==> src/rtl/serial_sub_ctrl.sv <==
// ---------------------------------------------------------------------------
// serial_sub_ctrl
//
// Bit-serial WIDTH-bit subtractor controller. One combinational 1-bit NAND
// full-subtractor cell (fs_nand) is time-shared across all operand bits,
// LSB first, one bit per clock. Operands are captured on an accepted start.
// The borrow is chained through a single flop. The assembled result is
// presented together with a one-cycle done pulse.
//
// Optional feature macro: SERIAL_SUB_SIGNED_EN
//   When defined, adds output ovf: a registered two's-complement overflow
//   flag that is held with diff.
//
// Ports:
//   clk     in   1      system clock, rising edge
//   rst_n   in   1      asynchronous active-low reset
//   start   in   1      request, sampled only in IDLE or DONE
//   a       in   WIDTH  minuend, captured on accepted start
//   b       in   WIDTH  subtrahend, captured on accepted start
//   bin_in  in   1      initial borrow, captured on accepted start
//   busy    out  1      high while the serial operation runs
//   done    out  1      one-cycle pulse, result valid
//   diff    out  WIDTH  a-b-bin_in mod 2^WIDTH, held until next start
//   bout    out  1      final borrow out, held with diff
//   ovf     out  1      (SERIAL_SUB_SIGNED_EN only) signed overflow
// ---------------------------------------------------------------------------

// ---------------------------------------------------------------------------
// fs_nand
//
// 1-bit full subtractor built only from 2-input NAND terms.
//   diff = a ^ b ^ bin
//   bout = ~a & b | ~(a ^ b) & bin
//
// Ports:
//   a, b, bin  in   1  minuend bit, subtrahend bit, borrow in
//   diff       out  1  difference bit
//   bout       out  1  borrow out
// ---------------------------------------------------------------------------
module fs_nand (
   input  logic a,
   input  logic b,
   input  logic bin,
   output logic diff,
   output logic bout
);

   logic t1;
   logic axb;
   logic t2;
   logic na;
   logic nx;
   logic p;
   logic q;

   // First XOR stage (a ^ b) from four NANDs.
   assign t1  = ~(a & b);
   assign axb = ~(~(a & t1) & ~(b & t1));

   // Second XOR stage folds in the borrow to form the difference bit.
   assign t2   = ~(axb & bin);
   assign diff = ~(~(axb & t2) & ~(bin & t2));

   // Borrow out as a NAND-NAND sum of products: ~a&b | ~(a^b)&bin.
   // The inverters are NANDs with tied inputs.
   assign na   = ~(a & a);
   assign nx   = ~(axb & axb);
   assign p    = ~(na & b);
   assign q    = ~(nx & bin);
   assign bout = ~(p & q);

endmodule

module serial_sub_ctrl #(
   parameter int WIDTH = 8
) (
   input  logic             clk,
   input  logic             rst_n,
   input  logic             start,
   input  logic [WIDTH-1:0] a,
   input  logic [WIDTH-1:0] b,
   input  logic             bin_in,
   output logic             busy,
   output logic             done,
   output logic [WIDTH-1:0] diff,
   output logic             bout
`ifdef SERIAL_SUB_SIGNED_EN
   ,
   output logic             ovf
`endif
);

   localparam int CNT_W = $clog2(WIDTH + 1);
   localparam logic [CNT_W-1:0] CNT_LAST = CNT_W'(WIDTH - 1);

   typedef enum logic [1:0] {
      IDLE = 2'd0,
      RUN  = 2'd1,
      DONE = 2'd2
   } state_t;

   state_t           state;
   state_t           state_nxt;
   logic             load;
   logic             shift;
   logic             last;

   logic [WIDTH-1:0] a_sr;
   logic [WIDTH-1:0] b_sr;
   logic             brw;
   logic [WIDTH-2:0] res;
   logic [CNT_W-1:0] cnt;
   logic [WIDTH-1:0] diff_q;
   logic             bout_q;

   logic             cell_diff;
   logic             cell_bout;
   logic [WIDTH-1:0] res_next;

`ifdef SERIAL_SUB_SIGNED_EN
   logic             a_msb;
   logic             b_msb;
   logic             ovf_q;
`endif

   // The single shared subtractor cell always looks at the current LSBs of
   // the operand shift registers and the chained borrow flop.
   fs_nand u_cell (
      .a    (a_sr[0]),
      .b    (b_sr[0]),
      .bin  (brw),
      .diff (cell_diff),
      .bout (cell_bout)
   );

   // The newest difference bit enters at the top. The lower WIDTH-1 bits
   // are already-computed bits, so on the final RUN edge this vector is
   // the complete result.
   assign res_next = {cell_diff, res};

   // State register. Reset drops straight back to IDLE, aborting any
   // operation in flight without a done pulse.
   always_ff @(posedge clk or negedge rst_n) begin
      if (!rst_n) begin
         state <= IDLE;
      end else begin
         state <= state_nxt;
      end
   end

   // Next-state logic and datapath strobes. A start is honoured in IDLE
   // and in DONE; accepting it in DONE gives back-to-back operation with
   // no idle gap. RUN ignores start and leaves after exactly WIDTH edges.
   always_comb begin
      state_nxt = state;
      load      = 1'b0;
      shift     = 1'b0;
      last      = 1'b0;
      case (state)
         IDLE: begin
            if (start) begin
               load      = 1'b1;
               state_nxt = RUN;
            end
         end
         RUN: begin
            shift = 1'b1;
            if (cnt == CNT_LAST) begin
               last      = 1'b1;
               state_nxt = DONE;
            end
         end
         DONE: begin
            if (start) begin
               load      = 1'b1;
               state_nxt = RUN;
            end else begin
               state_nxt = IDLE;
            end
         end
         default: begin
            state_nxt = IDLE;
         end
      endcase
   end

   // Serial datapath. A load captures the operands and the initial borrow.
   // Each RUN edge consumes one operand bit pair, shifts the difference
   // bit into the result register and updates the borrow. The counter
   // stops at WIDTH-1 on the final edge instead of wrapping. On that same
   // edge the complete result and final borrow are latched into the output
   // registers, which hold until a later operation completes or a reset.
   always_ff @(posedge clk or negedge rst_n) begin
      if (!rst_n) begin
         a_sr   <= '0;
         b_sr   <= '0;
         brw    <= 1'b0;
         res    <= '0;
         cnt    <= '0;
         diff_q <= '0;
         bout_q <= 1'b0;
      end else if (load) begin
         a_sr <= a;
         b_sr <= b;
         brw  <= bin_in;
         cnt  <= '0;
      end else if (shift) begin
         a_sr <= a_sr >> 1;
         b_sr <= b_sr >> 1;
         brw  <= cell_bout;
         res  <= res_next[WIDTH-1:1];
         if (last) begin
            diff_q <= res_next;
            bout_q <= cell_bout;
         end else begin
            cnt <= cnt + CNT_W'(1);
         end
      end
   end

`ifdef SERIAL_SUB_SIGNED_EN
   // Signed overflow. The operand MSBs are kept at load time because the
   // shift registers have consumed them by the end of the run. The flag
   // is formed from those MSBs and the final result bit, and is registered
   // together with diff.
   always_ff @(posedge clk or negedge rst_n) begin
      if (!rst_n) begin
         a_msb <= 1'b0;
         b_msb <= 1'b0;
         ovf_q <= 1'b0;
      end else if (load) begin
         a_msb <= a[WIDTH-1];
         b_msb <= b[WIDTH-1];
      end else if (last) begin
         ovf_q <= (a_msb != b_msb) && (cell_diff != a_msb);
      end
   end

   assign ovf = ovf_q;
`endif

   // Status and result outputs come directly from state and registers.
   assign busy = (state == RUN);
   assign done = (state == DONE);
   assign diff = diff_q;
   assign bout = bout_q;

endmodule
==> config.mk <==
export PLATFORM = sky130hd
export DESIGN_NAME = serial_sub_ctrl
export DESIGN_NICKNAME = d
export VERILOG_FILES = /design/src/rtl/serial_sub_ctrl.sv
export SDC_FILE = /design/constraint.sdc
export NUM_CORES = 1
export LEC_CHECK = 0
export CORE_MARGIN = 4
export CORE_UTILIZATION = 41
export DETAILED_ROUTE_END_ITERATION = 12
export PLACE_DENSITY_LB_ADDON = 0.15
export SYNTH_ARGS = -nofsm -noshare
export SYNTH_HDL_FRONTEND = slang
export SYNTH_HIERARCHICAL = 1
export SYNTH_SLANG_ARGS = --single-unit
==> constraint.sdc <==
create_clock -name clk -period 1.7 [get_ports clk]
set_input_delay 0.17 -clock clk [delete_from_list [all_inputs] [get_ports clk]]
set_output_delay 0.17 -clock clk [all_outputs]
set_load 0.02 [all_outputs]
---- After elaboration in Yosys (flattened, before gate mapping) ----
Index checks and enable logic that the tools add are counted.
storage, ports and cells
  output and inout port bits .............. 11
  bits in registers ....................... 39
cells by class
  add/subtract/negate cells ............... 1
  muxes and demuxes ....................... 18
  equal/unequal tests ..................... 6
  reduce and logical (&&, ||, !) cells .... 7
  bitwise logic cells ..................... 24
operators with widths
  kind                                                                      count
  8-bit 2-to-1 mux                                                          4
  1-bit NOT                                                                 13
  4-bit 2-to-1 mux                                                          3
  1-bit AND                                                                 11
  1-bit 2-to-1 mux                                                          8
  2-bit case mux with 3 select lines                                        1
  2-bit AND reduction                                                       3
  4-bit by 1-bit adder with 4-bit output (second input constant)            1
  4-bit by 3-bit equality test with 1-bit output (second input constant)    1
  2-bit 2-to-1 mux                                                          2
  2-bit inequality test (second input constant)                             2
  3-bit AND reduction                                                       1
  2-bit by 1-bit equality test with 1-bit output (second input constant)    1
  2-bit equality test (second input constant)                               1
  2-bit zero test                                                           1
  2-bit by 1-bit inequality test with 1-bit output (second input constant)  1
  2-bit nonzero test                                                        1
  2-bit OR reduction                                                        1

---- Longest topological paths before layout ----
  depth after elaboration ................. 12
  mapped depth ............................ 6
  mapped depth without buffers ............ 5

---- Modules after synthesis ----
Netlist, hierarchy kept.
modules (own cells, without submodules)
  module           area each (µm²)  cells each  seq. area each (µm²)  times used
  serial_sub_ctrl  1,624.1          156         975.9                 1
  fs_nand          27.5             3           0.0                   1

---- Worst setup path after synthesis ----
OpenSTA, ideal clock, no wires.
  path type ............................... register to register
  start ................................... reg state[1]
  end ..................................... reg bout_q, in the netlist bout
  period minus slack after synthesis ...... 1.447 ns
  stages on the path, launching flop included .. 5
  data required time ...................... 1.575 ns
  arrival ................................. 1.322 ns
  setup slack ............................. 0.253 ns
  cells stage by stage .................... dfrtp_1 -> nand2b_1 -> buf_6 -> nor3_4 -> mux2_2
between the ends
  longest elaborated chain between the ends .. 5
  elaborated cells between the ends (all ways) .. 9
  those cells by class .................... eq/ne: 2; mux: 3; bitwise: 1; reduce/logical: 3
RTL lines
  item                                                    RTL line  text
  start, declared                                         102       state_t state;
  start signal, assigned                                  147       state <= state_nxt;
  2-bit equality test or 2-bit zero test (tied branches)  159       case (state)
  2-bit OR reduction (no line)                            n/a
  1-bit 2-to-1 mux                                        n/a
  1-bit NOT (no line)                                     n/a
  3-bit AND reduction (no line) (*)                       n/a
  end signal, assigned                                    214       bout_q <= cell_bout;
  end, declared                                           114       logic bout_q;
Every way passes the cells marked *; elsewhere a longest branch is shown, timed or not.
A chain may end at the register's enable or synchronous reset.

---- Final worst setup path ----
  start ................................... reg state[0]
  end ..................................... out done
between the ends
  longest elaborated chain between the ends .. 1
RTL lines
  item                 RTL line  text
  2-bit equality test  244       assign done = (state == DONE);
  end, declared        84        output logic done,
Every way passes these cells.

==> summary.txt <==
Cells and area
  – Synthesis-to-finish area growth: 31.29%
  – Fin area: 2168 µm²
  – Diodes inserted: 0
  – Filler Cells Inserted: 321
  – Seq. cell area: 975.9 µm²
  – Final Net Count: 219
  – Ratio of cells with drive above 1 in the final layout: 14.65%
  – Multi-input combinational cell area: 615.6 µm²
  – Most common library cell in the layout ignoring fill and taps: nand2_1
  – Commonest cells after routing, fill and taps aside: nand2_1, dfrtp_1, clkdlybuf4s50_1, nor2_1, mux2_2

Power
  – Switching power summed over all nets: 1465 µW
  – Sw frac: 35.91%
  – Leakage power: 0.001021 µW
  – Power share of the clock group: 19.2%
  – Worst vdd rail ir drop: 1338 µV
  – Portion of total power attributed to sequential cells: 39.6%
  – Relative contribution of combinational cells to total power: 41.2%
  – Pwr/cell area: 1881 nW/µm²
  – Internal: 2614 µW
  – Post-route total power: 4079 µW

Floorplan
  – Starting density of the core: 43.80%
  – Die outline height: 71.47 µm
  – Number of cell rows: 22
  – Die W: 71.47 µm
  – Die outline area: 5108 µm²
  – I/O pin count: 31
  – Core ar.: 3771 µm²

Setup path
  – Critical R2R Capture: diff[2]
  – CP endpoint kind: primary output
  – Critical Path AT: 1470 ps
  – Setup crit start kind: flop
  – Slack of the worst reg-to-reg path: 190 ps
  – Worst flop-to-flop path startpoint: cnt[0]
  – Reg2reg path depth: 5
  – Crit Path Category: reg -> out
  – Highest fanout seen on the critical path: 4
  – Required arrival time at the worst endpoint: 1530 ps

Clock network
  – CTS tree: done
  – Clock sink count: 39
  – H-tree depth: 2
  – Insertion delay to the later sink of the worst-skew pair: 280 ps
  – Number of buffers added by the clock tree synthesis step: 5
  – Setup bufs post-CTS: 0
  – Maximum buffer depth of the clock tree: 2
  – Cell at the root of the clock tree: clkbuf_8
  – Clock-pin slew of the registers on the worst-case setup and hold paths: 80 ps

Placement
  – Count of buffers inserted at the top-level ports: 30
  – Post-Place Cell Area: 2042 µm²
  – Placer Congestion: 0.7481
  – Pre-CTS setup slack: 184.6 ps
  – Detailed-placement wirelength estimate: 2361 µm

Timing
  – Unrepaired setup endpoints after global routing: no
  – Normalized max-slew margin: 69.83%
  – # setup viols final: 0
  – Worst Hold Margin: 359.3 ps
  – Highest attainable clock frequency: 609.6 MHz
  – Number of pins exceeding their max-slew limit in the final report: 0
  – Shortest period the worst path allows: 1640 ps
  – Actual slew at the worst max-slew pin: 452.5 ps
  – Period utilization: 96.49%
  – Final number of hold-violating endpoints: 0
  – Final clock skew: 6.801 ps
  – Final setup margin: 59.70 ps
  – Total negative setup slack: 0 ps

Global routing
  – Vias in the first global route: 1194
  – Number of antenna violations at the first check in global routing: 0
  – GRT Overall Usage: 14.12%
  – Wire length of the first global-routing pass: 5692 µm
  – Maximum number of pins on one net before global-route repair: 27
  – Leftover overflow at the end of global routing: 0

Detailed routing
  – Number of DRC markers in iteration 0: 80
  – Wirelength, routed: 3281 µm
  – Via-per-instance ratio: 4.951
  – Total via count after detailed routing: 1218
  – Post-route DRC violation count: 0
  – Remaining number of nets flagged by the antenna check after routing: 0
  – Average routed wire per standard cell: 13.34 µm
  – Number of search-and-repair iterations in the first detailed-routing pass: 4

Synth
  – Net count after synthesis: 181
  – Cell count after synthesis: 159
  – Number of register bits inferred by synthesis: 39
  – Synthesis warning total: 6
  – Top-area cell type share of the netlist area: 59.09%
  – Post-synth top area cell: dfrtp_1
  – Post-synthesis instance area: 1652 µm²
  – Sequential cell area fraction in the yosys report: 59.09%
  – Leading post-synthesis cells by cell area: dfrtp_1, nand2_1, mux2_2
  – Post-synth cell types: 28
  – Avg Cell Area, Syn: 10.39 µm²

Job
  – Number of max-capacitance violations reported: 0

Outcome
  – Run status: complete, no violations

Min path
  – Class of the tightest hold or removal check: in -> async
==> cell families (layout without fill, tap and decap cells) <==
group / count (synthesis) / after routing / synth area share (%)
multiplexers: 11 / 11 / 7.349
AO/OA/AOI/OAI: 20 / 20 / 8.258
adder cells (fa/ha/maj): 2 / 2 / 1.970
flip-flops: 39 / 39 / 59.09
buffers and inverters: 13 / 52 / 3.636
AND/OR/NAND/NOR: 74 / 74 / 19.70
==> cell usage after synthesis (all sizes together) <==
cell / count
nand2: 46
a211o: 1
dfrtp: 39
nor4b: 1
a22oi: 5
a22o: 2
o22ai: 2
clkbuf: 5
mux2i: 2
nand2b: 2
and2b: 1
nor3: 4
inv: 4
and3: 1
nor2: 11
nand3: 6
o21ai: 1
ha: 1
buf: 4
nor2b: 1
mux2: 9
fa: 1
a21oi: 1
a31oi: 8
and4: 1
==> per-layer routing <==
layer	vias up	share of wire (%)	GRT usage (%)
met5	-	0	0
met4	0	0.73	3.758
met3	2	3.7	4.769
met2	18	46	20.92
met1	590	49	19.84
li1	608	-	-
==> critical path, cell delays in order, from the launching register on <==
cell	delay (ps)
dfrtp_1	410
nor2b_1	160
clkdlybuf4s50_1	620
==> power groups by stage <==
stage               Combinational [µW]  Clock (µW)  Sequential, µW
finish                            1680         783            1610
floorplan                         1040           0            1690
global route                      1910         844            1670
global placement                  1670           0            1620
detailed placement                1710           0            1630
CTS                               1710         804            1620
==> final cells by class <==
type | instances | share of cell area (%)
clock buffer | 6 | 3.808
clock inverter | 2 | 1.616
inverter | 4 | 0.6924
multi-input combinational | 107 | 28.39
sequential | 39 | 45.01
tap | 48 | 2.770
timing repair buffer | 40 | 17.71
==> worst max path at each step <==
stage,start,end,slack (ps),depth (start not counted)
2_1_floorplan,state[1],bout,250,4
3_5_place_dp,cnt[0],diff[3],180,5
4_1_cts,state[0],done,50,2
3_3_place_gp,cnt[0],diff[5],210,5
5_1_grt,state[0],done,20,2
6_report,state[0],done,60,2
==> repair_timing <==
| action | CTS | global route |
|---|---|---|
| hold endpoints to repair | 18 | 0 |
| gates resized for setup | 1 | 0 |
| endpoints found under the setup margin | 1 | 0 |
| hold buffers | 1 | 0 |
==> stage by stage <==
stage / cells / util (%)
after CTS: 246 / 57.50
after global routing: 246 / 57.50
after global placement: 237 / 54.15
final: 246 / 57.50
after floorplan: 159 / -
after detailed placement: 237 / 54.15
==> flip-flops by register name, summed over array words and instances, names as in the netlist <==
name and cells:
a_sr 8, brw 1, diff 8, cnt 4, state 2, bout 1
b_sr 8, res 7
(Power assumes the default switching activity.)
